$ cat config.mk
export PLATFORM = sky130hd
export DESIGN_NAME = regfile_wb_arbiter
export DESIGN_NICKNAME = d
export VERILOG_FILES = /design/src/rtl/regfile_wb_arbiter.sv
export SDC_FILE = /design/constraint.sdc
export NUM_CORES = 1
export LEC_CHECK = 0
export CAP_MARGIN = 20
export CORE_AREA = 4 4 133 84
export CTS_CLUSTER_SIZE = 8
export DETAILED_ROUTE_END_ITERATION = 7
export DIE_AREA = 0 0 137 88
export PLACE_DENSITY = 0.73
export SLEW_MARGIN = 20
export SYNTH_ARGS = -nofsm -noshare
export SYNTH_HDL_FRONTEND = slang
export SYNTH_SLANG_ARGS = --single-unit
$ cat constraint.sdc
create_clock -name clk -period 2.6 [get_ports clk]
set_input_delay 0.65 -clock clk [delete_from_list [all_inputs] [get_ports clk]]
set_output_delay 0.65 -clock clk [all_outputs]
set_load 0.01 [all_outputs]
$ cat src/rtl/regfile_wb_arbiter.sv
// regfile_wb_arbiter: arbitrates the register-file write port between two writeback paths and tracks pending port-1 writes
module regfile_wb_arbiter #(
  parameter int MAX_STARVE = 4
) (
  input  logic        clk,
  input  logic        clrn,
  input  logic        p0_valid,
  input  logic [4:0]  p0_addr,
  input  logic [31:0] p0_data,
  output logic        p0_ready,
  input  logic        p1_valid,
  input  logic [4:0]  p1_addr,
  input  logic [31:0] p1_data,
  output logic        p1_ready,
  input  logic        claim_en,
  input  logic [4:0]  claim_addr,
  input  logic [4:0]  qa_addr,
  input  logic [4:0]  qb_addr,
  output logic        qa_busy,
  output logic        qb_busy,
  output logic        wEN,
  output logic [4:0]  w_addr,
  output logic [31:0] busW,
  output logic        sb_err
);
  localparam logic [3:0] maxStarve = 4'(MAX_STARVE);
  logic [31:0] scoreBoard, scoreBoardNext;
  logic [3:0]  starveCnt;
  logic        force1, p0Xfer, p1Xfer, anyXfer;
  logic [4:0]  xferAddr;
  logic [31:0] xferData;
  // grant selection, hazard queries and next scoreboard image
  always_comb begin
    force1 = p1_valid && (starveCnt == maxStarve);
    p1_ready = !clrn && p1_valid && (force1 || !p0_valid);
    p0_ready = !clrn && p0_valid && !p1_ready;
    p0Xfer = p0_valid && p0_ready;
    p1Xfer = p1_valid && p1_ready;
    anyXfer = p0Xfer || p1Xfer;
    xferAddr = p1Xfer ? p1_addr : p0_addr;
    xferData = p1Xfer ? p1_data : p0_data;
    qa_busy = (qa_addr != 5'd0) && scoreBoard[qa_addr];
    qb_busy = (qb_addr != 5'd0) && scoreBoard[qb_addr];
    scoreBoardNext = scoreBoard;
    if (p1Xfer) scoreBoardNext[p1_addr] = 1'b0;
    if (claim_en && claim_addr != 5'd0) scoreBoardNext[claim_addr] = 1'b1;
  end
  // output register, starvation counter, scoreboard and sticky error
  always_ff @(posedge clk) begin
    if (clrn) begin
      wEN <= 1'b0;
      w_addr <= 5'd0;
      busW <= 32'd0;
      sb_err <= 1'b0;
      scoreBoard <= 32'd0;
      starveCnt <= 4'd0;
    end else begin
      wEN <= anyXfer && xferAddr != 5'd0;
      if (anyXfer) begin
        w_addr <= xferAddr;
        busW <= xferData;
      end
      starveCnt <= (!p1_valid || p1Xfer) ? 4'd0 : (p0Xfer && starveCnt != maxStarve) ? starveCnt + 4'd1 : starveCnt;
      scoreBoard <= scoreBoardNext;
      if (p1Xfer && p1_addr != 5'd0 && !scoreBoard[p1_addr]) sb_err <= 1'b1;
    end
  end
endmodule

## Word level (Yosys, flattened, before mapping)

Cells that the tools add are included.

| word-level totals | value |
|---|---|
| bits of input ports | 94 |
| logic and storage cells | 62 |
| register bits after elaboration | 75 |
| output and inout bits | 43 |

| operators by class | value |
|---|---|
| add/subtract/negate cells | 1 |
| reduce and logical (&&, ||, !) cells | 30 |
| equality and inequality tests | 2 |
| bitwise gates (word level) | 3 |
| magnitude comparators | 6 |
| multiplexer cells | 14 |

Operators by type and width:

| operator | number |
|---|---|
| $mux W32 | 3 |
| $and A32 B32 Y32 | 1 |
| $not A32 Y32 | 1 |
| $or A32 B32 Y32 | 1 |
| $reduce_bool A5 Y1 | 5 |
| $lt A5 B6 Y1 const B | 4 |
| $logic_and A1 B1 Y1 | 16 |
| $bmux W1 S5 | 3 |
| $demux W1 S5 | 2 |
| $ge A5 B1 Y1 const B | 2 |
| $logic_not A1 Y1 | 5 |
| $mux W1 | 5 |
| $mux W5 | 1 |
| $add A4 B1 Y4 const B | 1 |
| $eq A4 B3 Y1 const B | 1 |
| $ne A4 B3 Y1 const B | 1 |
| $logic_or A1 B1 Y1 | 3 |
| $reduce_or A2 Y1 | 1 |

## Depth between registers and ports, before layout

| logic depth | value |
|---|---|
| word-level depth | 9 |
| gate-level depth with buffers | 10 |

## Worst setup path after synthesis

No wires, ideal clock.

| timing | value |
|---|---|
| path type | input to output |
| from | input qa_addr[0] |
| to | output qa_busy |
| arrival | 1954 ps |
| stages on the path | 5 |
| path buffers | 1 |
| path slack | -4 ps |
| cell sequence | buf_2 -> mux4_2 -> mux4_2 -> nand2_1 -> o21ai_1 |

| between the ends | value |
|---|---|
| cells in the longest elaborated chain, start to end | 3 |

RTL lines:

| what | line | RTL |
|---|---|---|
| start: declaration | 17 | `input logic [4:0] qa_addr,` |
| $bmux W1 S5 | 42 | `qa_busy = (qa_addr != 5'd0) && scoreBoard[qa_addr];` |
| $mux W1 (implied by the code) | 42 |  |
| $logic_and A1 B1 Y1 (*) | 42 |  |
| end: declaration | 19 | `output logic qa_busy,` |

Every way passes the cells marked *; elsewhere a longest branch is shown, timed or not. The select of a mux whose other input is x is not followed.

## Worst setup path after layout

| timing | value |
|---|---|
| from | input qb_addr[2] |
| to | output qb_busy |

| between the ends | value |
|---|---|
| cells in the longest elaborated chain, start to end | 3 |

RTL lines:

| what | line | RTL |
|---|---|---|
| start: declaration | 18 | `input logic [4:0] qb_addr,` |
| $bmux W1 S5 | 43 | `qb_busy = (qb_addr != 5'd0) && scoreBoard[qb_addr];` |
| $mux W1 (implied by the code) | 43 |  |
| $logic_and A1 B1 Y1 (*) | 43 |  |
| end: declaration | 20 | `output logic qb_busy,` |

Marks and branches as above.

==> impl_metrics.py <==
metrics = {
    "status": {
        "outcome": "complete, but fails checks",
        "violations": "setup timing",
    },
    "timing": {
        "rsz0062_at_grt": "yes",
        "worst_slew_pin_slew_ns": 0.7922,
        "hold_viol_final": 0,
        "fin_ws_ns": -0.04601,
        "min_period_ns": 2.646,
        "max_freq_mhz": 377.9,
        "period_share_pct": 101.8,
        "slew_viol_final": 0,
        "maxSlewHeadroom_pct": 47.19,
        "fin_worst_skew_ns": 0.01264,
        "setup_viol": 2,
        "fin_hold_ws_ns": 0.4336,
    },
    "cts": {
        "cts_max_path_buffers": 2,
        "cts_tree": "built",
        "cts_buffers": 9,
        "cts_sinks": 75,
        "clock_latency_ns": 0.34,
        "clock-root-buffer": "clkbuf_16",
        "path_clk_slew_ns": 0.06,
        "htree_levels": 3,
    },
    "power": {
        "finalPower_mw": 3.104,
        "cellPowerDensity_nw_per_um2": 512.8,
        "clkPwrFrac_pct": 40.9,
        "intPower_mw": 2.299,
        "pwr-share-comb_pct": 19.2,
        "ir_drop_v": 0.0004718,
        "p_seq_share_pct": 39.9,
        "switching_share_pct": 25.92,
        "p_leak_nw": 2.219,
        "power_switching_mw": 0.8047,
    },
    "synth": {
        "synth-xor-area-share_pct": 0.4248,
        "synth_cell_types": 49,
        "async_reset_ff_share_pct": 0,
        "netlist_instances": 482,
        "ys_ff_latch": 75,
        "synth_area_per_cell_um2": 8.556,
        "ys_top_cells_by_area": "dfxtp_1 (36%), nand2_1 (9.9%), mux4_2 (9.3%)",
        "synth_top_family_by_area": "compound AO/OA/AOI/OAI gates",
        "ys_warn_count": 0,
        "synthSimpleGateAreaFrac_pct": 20.05,
        "synth-edff-count": 0,
        "yosys_most_used_dff": "dfxtp_1",
        "ys_seq_area_share_pct": 36.41,
        "synth_mux_area_share_pct": 15.78,
        "synth_compound_area_share_pct": 20.81,
        "synth_area_um2": 4124,
        "synth-adder-area-share_pct": 0.6068,
        "yosysTopAreaCellShare_pct": 36.41,
        "synth_nets": 578,
        "synth.largest_area_cell": "dfxtp_1",
    },
    "worst_setup_path": {
        "slowest_delay_ns": 0.49,
        "crit_arrival_ns": 2.00,
        "reg2reg_depth": 7,
        "critPathRequiredTime_ns": 1.95,
        "critPathSlowestCell": "mux4_2",
        "cp_max_fo": 4,
        "r2r-start": "starveCnt[1]$_SDFFE_PP0P_",
        "rr_endpoint": "busW[15]$_SDFFE_PP0P_",
        "worstPathCellList": "buf_8 > mux4_2 > mux4_2 > nand2_1 > o21ai_1 > buf_2",
        "startpoint_type": "input pin",
        "r2r_setup_slack_ns": 0.52,
        "crit_top_cell": "mux4_2",
        "critPathCaptureType": "output pin",
        "path_class": "input pin to output pin",
    },
    "global_route": {
        "grt_pass1_wl_mm": 22.48,
        "grt_max_degree": 74,
        "antenna_found_initial": 0,
        "grt_pass1_vias": 4179,
        "grtUsageTotal_pct": 24.26,
        "grt-ovfl-total": 0,
    },
    "finish": {
        "synthToLayoutAreaGrowth_pct": 46.78,
        "drive_above_1_share_pct": 15.95,
        "fill_cells": 838,
        "fin_util_pct": 61.71,
        "num-nets-final": 718,
        "stdcell_count": 762,
        "diodes": 0,
    },
    "floorplanning": {
        "core-area_um2": 9809,
        "die-height_um": 88,
        "die_area_um2": 12060,
        "ioPinCount": 137,
        "chipWidth_um": 137,
        "placementRows": 28,
        "start_util_pct": 42.04,
    },
    "detailed_routing": {
        "first_iter_violations": 406,
        "ant_nets": 0,
        "finalWirelength_mm": 14.77,
        "drt-pass1-iter-count": 5,
        "num_vias": 4397,
        "via_per_inst": 5.770,
        "avgRoutedWirePerCell_um": 19.38,
        "route.detailed.drc": 0,
    },
    "place": {
        "place.gp.congestion": 1.016,
        "dp_hpwl_mm": 11.13,
        "dp_cells": 743,
        "port_buffers": 136,
        "dp_slack_ns": -0.9925,
    },
    "worst_hold_path": {
        "min_path_type": "register to register",
        "hold_path_end": "starveCnt[0]$_SDFFE_PP0P_",
        "holdPathStages": 1,
        "worst_hold_startpoint": "starveCnt[0]$_SDFFE_PP0P_",
    },
    "run": {
        "drv_cap": 0,
    },
}
-- stage by stage --
stage / instance area, um^2 / setup TNS (ns)
after floorplan: 4129 / 0
after global placement: 5725 / -2.248
after detailed placement: 5725 / -2.391
after CTS: 6015 / -0.05808
after global routing: 6053 / -0.1939
final: 6053 / -0.06581
-- how the worst max path moves through the flow --
stage / start / end / slack, ns / cells after the start
2_1_floorplan: qa_addr[2] / qa_busy / 0.05 / 5
3_3_place_gp: qa_addr[0] / qa_busy / -0.93 / 6
3_5_place_dp: qb_addr[0] / qb_busy / -0.99 / 6
4_1_cts: qb_addr[0] / qb_busy / -0.04 / 6
5_1_grt: qb_addr[0] / qb_busy / -0.1 / 6
6_report: qb_addr[2] / qb_busy / -0.05 / 6
-- critical path: cells and delay by family --
| kind | cells | cell delay (ns) |
|---|---|---|
| and+or+nand+nor | 1 | 0.08 |
| AOI/OAI and AO/OA | 1 | 0.06 |
| muxes | 2 | 0.98 |
| buffers and inverters | 2 | 0.23 |
-- sequential cells by signal, summed over array words and instances (netlist names) --
signal	cells
scoreBoard	32
starveCnt	4
busW	32
w_addr	5
sb_err	1
wEN	1
-- cell usage after synthesis (2+ instances only) --
master / n
a21oi_1: 33
nor4_1: 2
nor2_1: 50
o41ai_1: 15
o2111ai_1: 3
and2_1: 2
nand4b_1: 2
buf_1: 4
dfxtp_1: 75
buf_4: 4
mux2_2: 2
nor2b_1: 4
mux4_2: 17
ha_1: 2
o31ai_1: 4
nand2b_1: 8
clkbuf_1: 25
buf_6: 2
mux4_1: 4
o311ai_0: 3
mux2i_1: 14
nor3_1: 5
buf_2: 12
o21ai_0: 13
nand2_1: 109
nand3_1: 2
o21ai_1: 2
nand3b_1: 2
inv_1: 5
or2_2: 3
a311oi_1: 36
-- per-layer routing --
layer	wire (um)	share of wire, %	vias to the layer above	GRT usage (%)
li1	-	-	2042	-
met1	6347	43	2096	32.98
met2	6561	44	223	35.97
met3	1499	10	34	9.070
met4	290	2.0	2	6.793
met5	71	0.48	-	3.968
-- power groups by stage --
stage               logic [mW]  registers (mW)  clock network, mW
detailed placement       0.583            1.26                  0
finish                   0.595            1.24               1.27
global route             0.639            1.24               1.34
floorplan                0.231            1.28                  0
CTS                      0.589            1.24               1.29
global placement         0.573            1.26                  0
-- layout make-up --
type,instances,area [um^2],share of cell area [%]
clock inverters,6,63.81,1.054
clock buffers,10,239.0,3.948
flip-flops and latches,75,1503,24.82
multi-input cells,354,2377,39.27
repair buffers,176,1679,27.74
inverters,6,22.52,0.3721
well taps,135,168.9,2.790
-- logic make-up after synthesis --
kind of cell | Yosys count
adder cells (fa/ha/maj) | 2
multiplexers | 37
flip-flops | 75
AO/OA/AOI/OAI | 118
buffers and inverters | 53
AND/OR/NAND/NOR | 195
XOR/XNOR | 2
-- placed cells by master, fill, tap and decap left out, drive strengths merged, types with 5 or more instances in the layout --
cell type	netlist	routed
a21oi	33	33
a311oi	36	36
buf	22	49
clkbuf	25	10
clkdlybuf4s50	0	125
dfxtp	75	75
inv	6	7
mux2i	14	14
mux4	21	21
nand2	109	109
nand2b	8	8
nor2	50	50
nor3	5	5
o21ai	16	16
o41ai	16	16
-- what timing repair did --
| action | in CTS | in global routing |
|---|---|---|
| endpoints found under the setup margin | 4 | 3 |
| gates resized for setup | 54 | 5 |
| pin swaps | 2 | 2 |
| endpoints found under the hold margin | 0 | 0 |
| buffers inserted | 0 | 3 |
| hold buffers | 0 | 0 |
Power figures use the tool's default switching activity.
